$ cat config.mk
export PLATFORM = sky130hd
export DESIGN_NAME = frotaegis_mc_data_gen
export DESIGN_NICKNAME = d
export VERILOG_FILES = /design/src/rtl/frotaegis_mc_data_gen.sv
export SDC_FILE = /design/constraint.sdc
export NUM_CORES = 1
export LEC_CHECK = 0
export CORE_UTILIZATION = 45
export CTS_CLUSTER_SIZE = 8
export DETAILED_ROUTE_END_ITERATION = 6
export HOLD_SLACK_MARGIN = 0.15
export PLACE_DENSITY = 0.65
export REMOVE_ABC_BUFFERS = 1
export SLEW_MARGIN = 20
export SYNTH_ARGS = -nofsm -noshare
export SYNTH_HDL_FRONTEND = slang
export SYNTH_SLANG_ARGS = --single-unit
$ cat constraint.sdc
create_clock -name clk -period 4.7 [get_ports clk]
set_clock_uncertainty 0.2 [all_clocks]
set_input_delay 0.47 -clock clk [delete_from_list [all_inputs] [get_ports clk]]
set_output_delay 0.47 -clock clk [all_outputs]
set_load 0.01 [all_outputs]
$ cat src/rtl/frotaegis_mc_data_gen.sv
// frotaegis_mc_data_gen: multi-lane patterned burst generator with valid/ready backpressure
module frotaegis_mc_data_gen #(
  parameter int DATA_SIZE  = 4,
  parameter int CHANNELS   = 4,
  parameter int DATA_NUM   = 16,
  parameter int GAP_SIZE   = 8,
  parameter int BURST_SIZE = 8
) (
  input  logic                         clk,
  input  logic                         rst,
  input  logic                         start,
  input  logic                         stop,
  input  logic [1:0]                   mode,
  input  logic [DATA_SIZE-1:0]         seed,
  input  logic [GAP_SIZE-1:0]          gap_cycles,
  input  logic [BURST_SIZE-1:0]        num_bursts,
  input  logic                         Ready,
  output logic                         Valid,
  output logic [CHANNELS*DATA_SIZE-1:0] Data,
  output logic                         Last,
  output logic                         busy,
  output logic [BURST_SIZE-1:0]        burst_cnt
);
  localparam int BW = DATA_NUM > 1 ? $clog2(DATA_NUM) : 1;
  localparam int CW = CHANNELS > 1 ? $clog2(CHANNELS) : 1;
  localparam logic [BW-1:0] LAST_BEAT = BW'(DATA_NUM - 1);
  typedef enum logic [1:0] {IDLE, BURST, GAP} state_t;
  state_t state_q, state_d;
  logic [BW-1:0] beat_q, beat_d;
  logic [GAP_SIZE-1:0] gcnt_q, gcnt_d, gap_q, gap_d;
  logic [BURST_SIZE-1:0] cnt_q, cnt_d, nb_q, nb_d;
  logic [1:0] mode_q, mode_d;
  logic [DATA_SIZE-1:0] seed_q, seed_d;
  logic stop_q, stop_d;
  logic [15:0] lane_q [CHANNELS];
  logic [15:0] lane_d [CHANNELS];
  logic go, acc, fin, stop_seen, nb_hit, load;

  // Every lane keeps a 16-bit state; the visible lane value is always its low DATA_SIZE bits.
  function automatic logic [15:0] lane_init(input logic [1:0] m, input logic [DATA_SIZE-1:0] s, input int c);
    logic [15:0] v;
    v = '0;
    case (m)
      2'd0: v[DATA_SIZE-1:0] = s + DATA_SIZE'(c);
      2'd1: v = 16'({s, CW'(c)}) ^ 16'hACE1;
      2'd2: v[DATA_SIZE-1:0] = DATA_SIZE'(1) << ((int'(s) + c) % DATA_SIZE);
      default: v[DATA_SIZE-1:0] = s;
    endcase
    return v;
  endfunction

  function automatic logic [15:0] lane_next(input logic [1:0] m, input logic [15:0] v);
    logic [15:0] n;
    n = '0;
    case (m)
      2'd0: n[DATA_SIZE-1:0] = v[DATA_SIZE-1:0] + DATA_SIZE'(1);
      2'd1: n = v[0] ? (v >> 1) ^ 16'hB400 : v >> 1;
      2'd2: n[DATA_SIZE-1:0] = {v[DATA_SIZE-2:0], v[DATA_SIZE-1]};
      default: n = v;
    endcase
    return n;
  endfunction

  // State and datapath registers
  always_ff @(posedge clk or posedge rst) begin
    if (rst) begin
      state_q <= IDLE;
      beat_q  <= '0;
      gcnt_q  <= '0;
      gap_q   <= '0;
      cnt_q   <= '0;
      nb_q    <= '0;
      mode_q  <= '0;
      seed_q  <= '0;
      stop_q  <= 1'b0;
      for (int c = 0; c < CHANNELS; c++) lane_q[c] <= '0;
    end else begin
      state_q <= state_d;
      beat_q  <= beat_d;
      gcnt_q  <= gcnt_d;
      gap_q   <= gap_d;
      cnt_q   <= cnt_d;
      nb_q    <= nb_d;
      mode_q  <= mode_d;
      seed_q  <= seed_d;
      stop_q  <= stop_d;
      for (int c = 0; c < CHANNELS; c++) lane_q[c] <= lane_d[c];
    end
  end

  // Next state: a stop (latched or live) ends the run at the next accepted beat or while gapping
  always_comb begin
    go        = start & ~stop;
    acc       = state_q == BURST && Ready;
    fin       = acc && beat_q == LAST_BEAT;
    stop_seen = stop_q | stop;
    nb_hit    = nb_q != '0 && cnt_q + BURST_SIZE'(1) == nb_q;
    state_d   = state_q;
    case (state_q)
      IDLE:    state_d = go ? BURST : IDLE;
      BURST:   state_d = !acc ? BURST : (stop_seen || (fin && nb_hit)) ? IDLE : (!fin || gap_q == '0) ? BURST : GAP;
      GAP:     state_d = stop_seen ? IDLE : gcnt_q == GAP_SIZE'(1) ? BURST : GAP;
      default: state_d = IDLE;
    endcase
    load = (state_q == IDLE && go) || (state_q == GAP && state_d == BURST) || (fin && state_d == BURST);
  end

  // Datapath next values: run parameters captured at start, lanes restart from seed at each burst
  always_comb begin
    mode_d = state_q == IDLE && go ? mode : mode_q;
    seed_d = state_q == IDLE && go ? seed : seed_q;
    gap_d  = state_q == IDLE && go ? gap_cycles : gap_q;
    nb_d   = state_q == IDLE && go ? num_bursts : nb_q;
    stop_d = state_d == IDLE ? 1'b0 : stop_seen;
    cnt_d  = state_q == IDLE && go ? '0 : (fin && cnt_q != '1) ? cnt_q + BURST_SIZE'(1) : cnt_q;
    beat_d = load ? '0 : acc ? beat_q + BW'(1) : beat_q;
    gcnt_d = fin && state_d == GAP ? gap_q : state_q == GAP ? gcnt_q - GAP_SIZE'(1) : gcnt_q;
    for (int c = 0; c < CHANNELS; c++)
      lane_d[c] = load ? lane_init(state_q == IDLE ? mode : mode_q, state_q == IDLE ? seed : seed_q, c)
                : acc ? lane_next(mode_q, lane_q[c]) : lane_q[c];
  end

  // Outputs decode registered state only, so Ready never reaches Valid combinationally
  always_comb begin
    Valid     = state_q == BURST;
    busy      = state_q != IDLE;
    Last      = Valid && beat_q == LAST_BEAT;
    burst_cnt = cnt_q;
    Data      = '0;
    for (int c = 0; c < CHANNELS; c++) Data[c*DATA_SIZE +: DATA_SIZE] = lane_q[c][DATA_SIZE-1:0];
  end
endmodule

==> flow_summary.toml <==
[power_and_ir_drop]
pwr_density_cell_nw_per_um2 = 584
seq_power_share_pct = 35.5
p_sw_share_pct = 39.3
p_int_w = 0.00273
ir_worst_vdd_mv = 0.294
comb_power_share_pct = 44.6
leakagePower_nw = 3.19
power_w = 0.00449
pwr-share-clk_pct = 19.9
p_switching_w = 0.00176

[sta]
setup_slack_ps = 873
max_slew_margin_pct = 29.2
whs_ps = 314
final-hold-violation-count = 0
fin_crit_sh_pct = 81.4
maxSlewViolCount = 0
fmax_mhz = 261
worstMarginPinSlew_ps = 1060
period_minus_slack_ps = 3830
setup_viol = 0
rsz0062_at_grt = "false"

[routing]
postRouteAntennaNets = 0
first_pass_iters = 7
drt_iter0_drc = 340
wl_met1_mm = 7.07
drt_wl_total_mm = 14.9
top_layer = "met4"
drc_errors = 0
dr_wl_met2_mm = 7.13
vias = 5228
wl_per_cell_um = 16.4
viasPerCell = 5.77
wl_met3_um = 482

[global_route]
grt_use_total_pct = 20.0
grt_max_degree = 77
grt_pass1_vias = 5182
grt_remaining_overflow = 0
antenna_found_initial = 0
grt_pass1_wl_mm = 25.6

[cells_and_area]
multi_input_area_um2 = 3730
finish.utilization_pct = 52.3
diodes = 0
final_layout_size_suffix_gt1_share_pct = 14.0
regArea_um2 = 2730
fillers = 1309
nets = 767
synthToLayoutAreaGrowth_pct = 12.1
fin_cells = 906

[die]
num_io_pins = 54
start_util_pct = 46.7
core_region_area_um2 = 14700
die_y_um = 125
die_area_um2 = 15700
std_cell_rows = 44
die_x_um = 125

[worst_hold_path]
hold_depth = 1
min_from = "seed_q[2]$_DFFE_PP0P_"
min_path_type = "register to register"
whs_endpoint = "seed_q[2]$_DFFE_PP0P_"

[clocking]
ctsResizeCount = 0
clk_path_buf_depth = 2
clkSlewWorstSetupHoldPaths_ps = 80
tritoncts = "yes"
cts-htree-levels = 3
ctsRootBufferMaster = "clkbuf_16"
cts_made_buffers = 9
insertion_delay_ps = 350
cts_hold_buffers = 0
post_cts.repair.setup_buffers = 0
clock-sinks = 109

[yosys]
post_synth.cell_area_avg_um2 = 9.60
ys_seq_elements = 109
synth_warnings = 0
ys_async_sr_fraction_pct = 100
synth_edf_count = 0
synth_cell_types = 59
synthCells = 714
synth_commonest_cells = "dfrtp_1 (109), nor2_1 (73), nand2_1 (64), a21oi_1 (52), clkbuf_1 (41)"
synth.top_cell.area_share_pct = 39.8
synth_flop_cell = "dfrtp_1"
syn_area_um2 = 6860
yosysMostFrequentCell = "dfrtp_1"
synth_seq_area_share_pct = 39.8
yosys-top-cells-area = "dfrtp_1 (40%), mux2_4 (5.5%), mux2i_1 (5.0%)"
synth_top_cell_by_area = "dfrtp_1"

[worst_setup_path]
crit_chain = "ha_1 -> and2_1 -> a211o_1 -> a31oi_1 -> a2111oi_4 -> o21bai_1 -> a31o_4 -> buf_4 -> mux2_4"
cp-start-kind = "register"
r2r-start = "burst_cnt[0]$_DFFE_PP0P_"
crit_type = "register to register"
regToRegSetupSlack_ps = 870
path_delay_family = "compound AO/OA/AOI/OAI gates"
path_buf_inv = 1
critPathMaxStageDelay_ps = 850
critPathRequiredTime_ps = 4740
r2r_cells = 9
cp-end-kind = "register"
cp_max_fo = 56
arrival_ps = 3870
critPathSlowestCell = "a31o_4"
regToRegEndpoint = "lane_q[29]$_DFFE_PP0P_"

[placement]
pre_cts_slack_ps = 592
dpl.hpwl_mm = 9.90
place_inst = 890
gp_congestion = 0.905
port_buffers = 53

[status]
status = "finished clean"

[flow_run]
drv_cap = 0
-- layer usage --
| metal | up-vias | track usage (%) |
|---|---|---|
| met5 | - | 0 |
| met4 | 0 | 7.39 |
| met3 | 17 | 2.52 |
| met2 | 100 | 33.2 |
| met1 | 2599 | 26.6 |
| li1 | 2512 | - |
-- cells by family after synthesis --
group	count (synthesis)	synth area share (%)
buf+inv	84	6.40
xor+xnor	32	4.09
simple gates	216	14.7
mux	87	15.0
flops	109	39.8
compound gates	163	15.8
fa+ha+maj	23	4.20
-- worst max path at each step --
stage,start,end,slack [ps],cells after the start
floorplan,stop,Data[8]$_DFFE_PP0P_,-810,6
global placement,Ready,lane_q[47]$_DFFE_PP0P_,680,9
detailed placement,Ready,lane_q[31]$_DFFE_PP0P_,590,9
CTS,burst_cnt[0]$_DFFE_PP0P_,lane_q[31]$_DFFE_PP0P_,910,9
global route,state_q[0]$_DFF_PP0_,lane_q[47]$_DFFE_PP0P_,700,8
finish,burst_cnt[0]$_DFFE_PP0P_,lane_q[29]$_DFFE_PP0P_,870,9
-- placed cells by master (no fill, tap or decap), types with 5 or more instances in the layout --
cell / synthesis / routed
nor4_1: 5 / 5
nor2b_1: 5 / 5
nor2_1: 73 / 72
a221oi_1: 5 / 5
a22oi_1: 13 / 13
a31oi_1: 5 / 5
xor2_1: 7 / 7
inv_1: 12 / 11
dfrtp_1: 109 / 109
mux2_4: 25 / 25
buf_4: 20 / 10
a21oi_1: 52 / 52
mux2_2: 28 / 28
ha_1: 23 / 23
nand2_1: 64 / 64
nand3_1: 27 / 27
a211oi_1: 10 / 10
clkdlybuf4s50_1: 0 / 53
o21a_1: 5 / 5
mux2i_1: 34 / 34
o21ai_0: 26 / 26
clkbuf_16: 0 / 9
o31ai_1: 9 / 9
a22o_1: 6 / 6
a21oi_2: 10 / 10
xnor2_1: 25 / 25
nor3_1: 13 / 13
-- through the flow --
| step | area, um2 | setup TNS, ps |
|---|---|---|
| CTS | 7680 | 0 |
| floorplan | 6470 | -48250 |
| global route | 7690 | 0 |
| detailed placement | 7340 | 0 |
| global placement | 7340 | 0 |
| finish | 7690 | 0 |
-- registers in the layout (all words and copies together), names as in the netlist --
signal     cells
lane_q        48
gap_q          8
nb_q           8
gcnt_q         8
state_q        2
burst_cnt      8
beat_q         4
Data          16
stop_q         1
mode_q         2
seed_q         4
-- power groups by stage --
stage	sequential [W]	combinational, W	clock (W)
after floorplan	0.00154	0.00145	0
after global placement	0.00159	0.00195	0
after detailed placement	0.00161	0.00200	0
after CTS	0.00159	0.00201	0.000906
after global routing	0.00164	0.00223	0.000938
final	0.00159	0.00200	0.000893
-- area by class of cell --
type                       count  area share, %
multi-input combinational    521           48.5
sequential                   109           35.5
timing repair buffer          63           7.88
tap                          184           2.99
clock buffer                   9           2.93
clock inverter                 7           1.59
inverter                      13          0.667
Note: power is estimated with default switching activity, not from simulation.
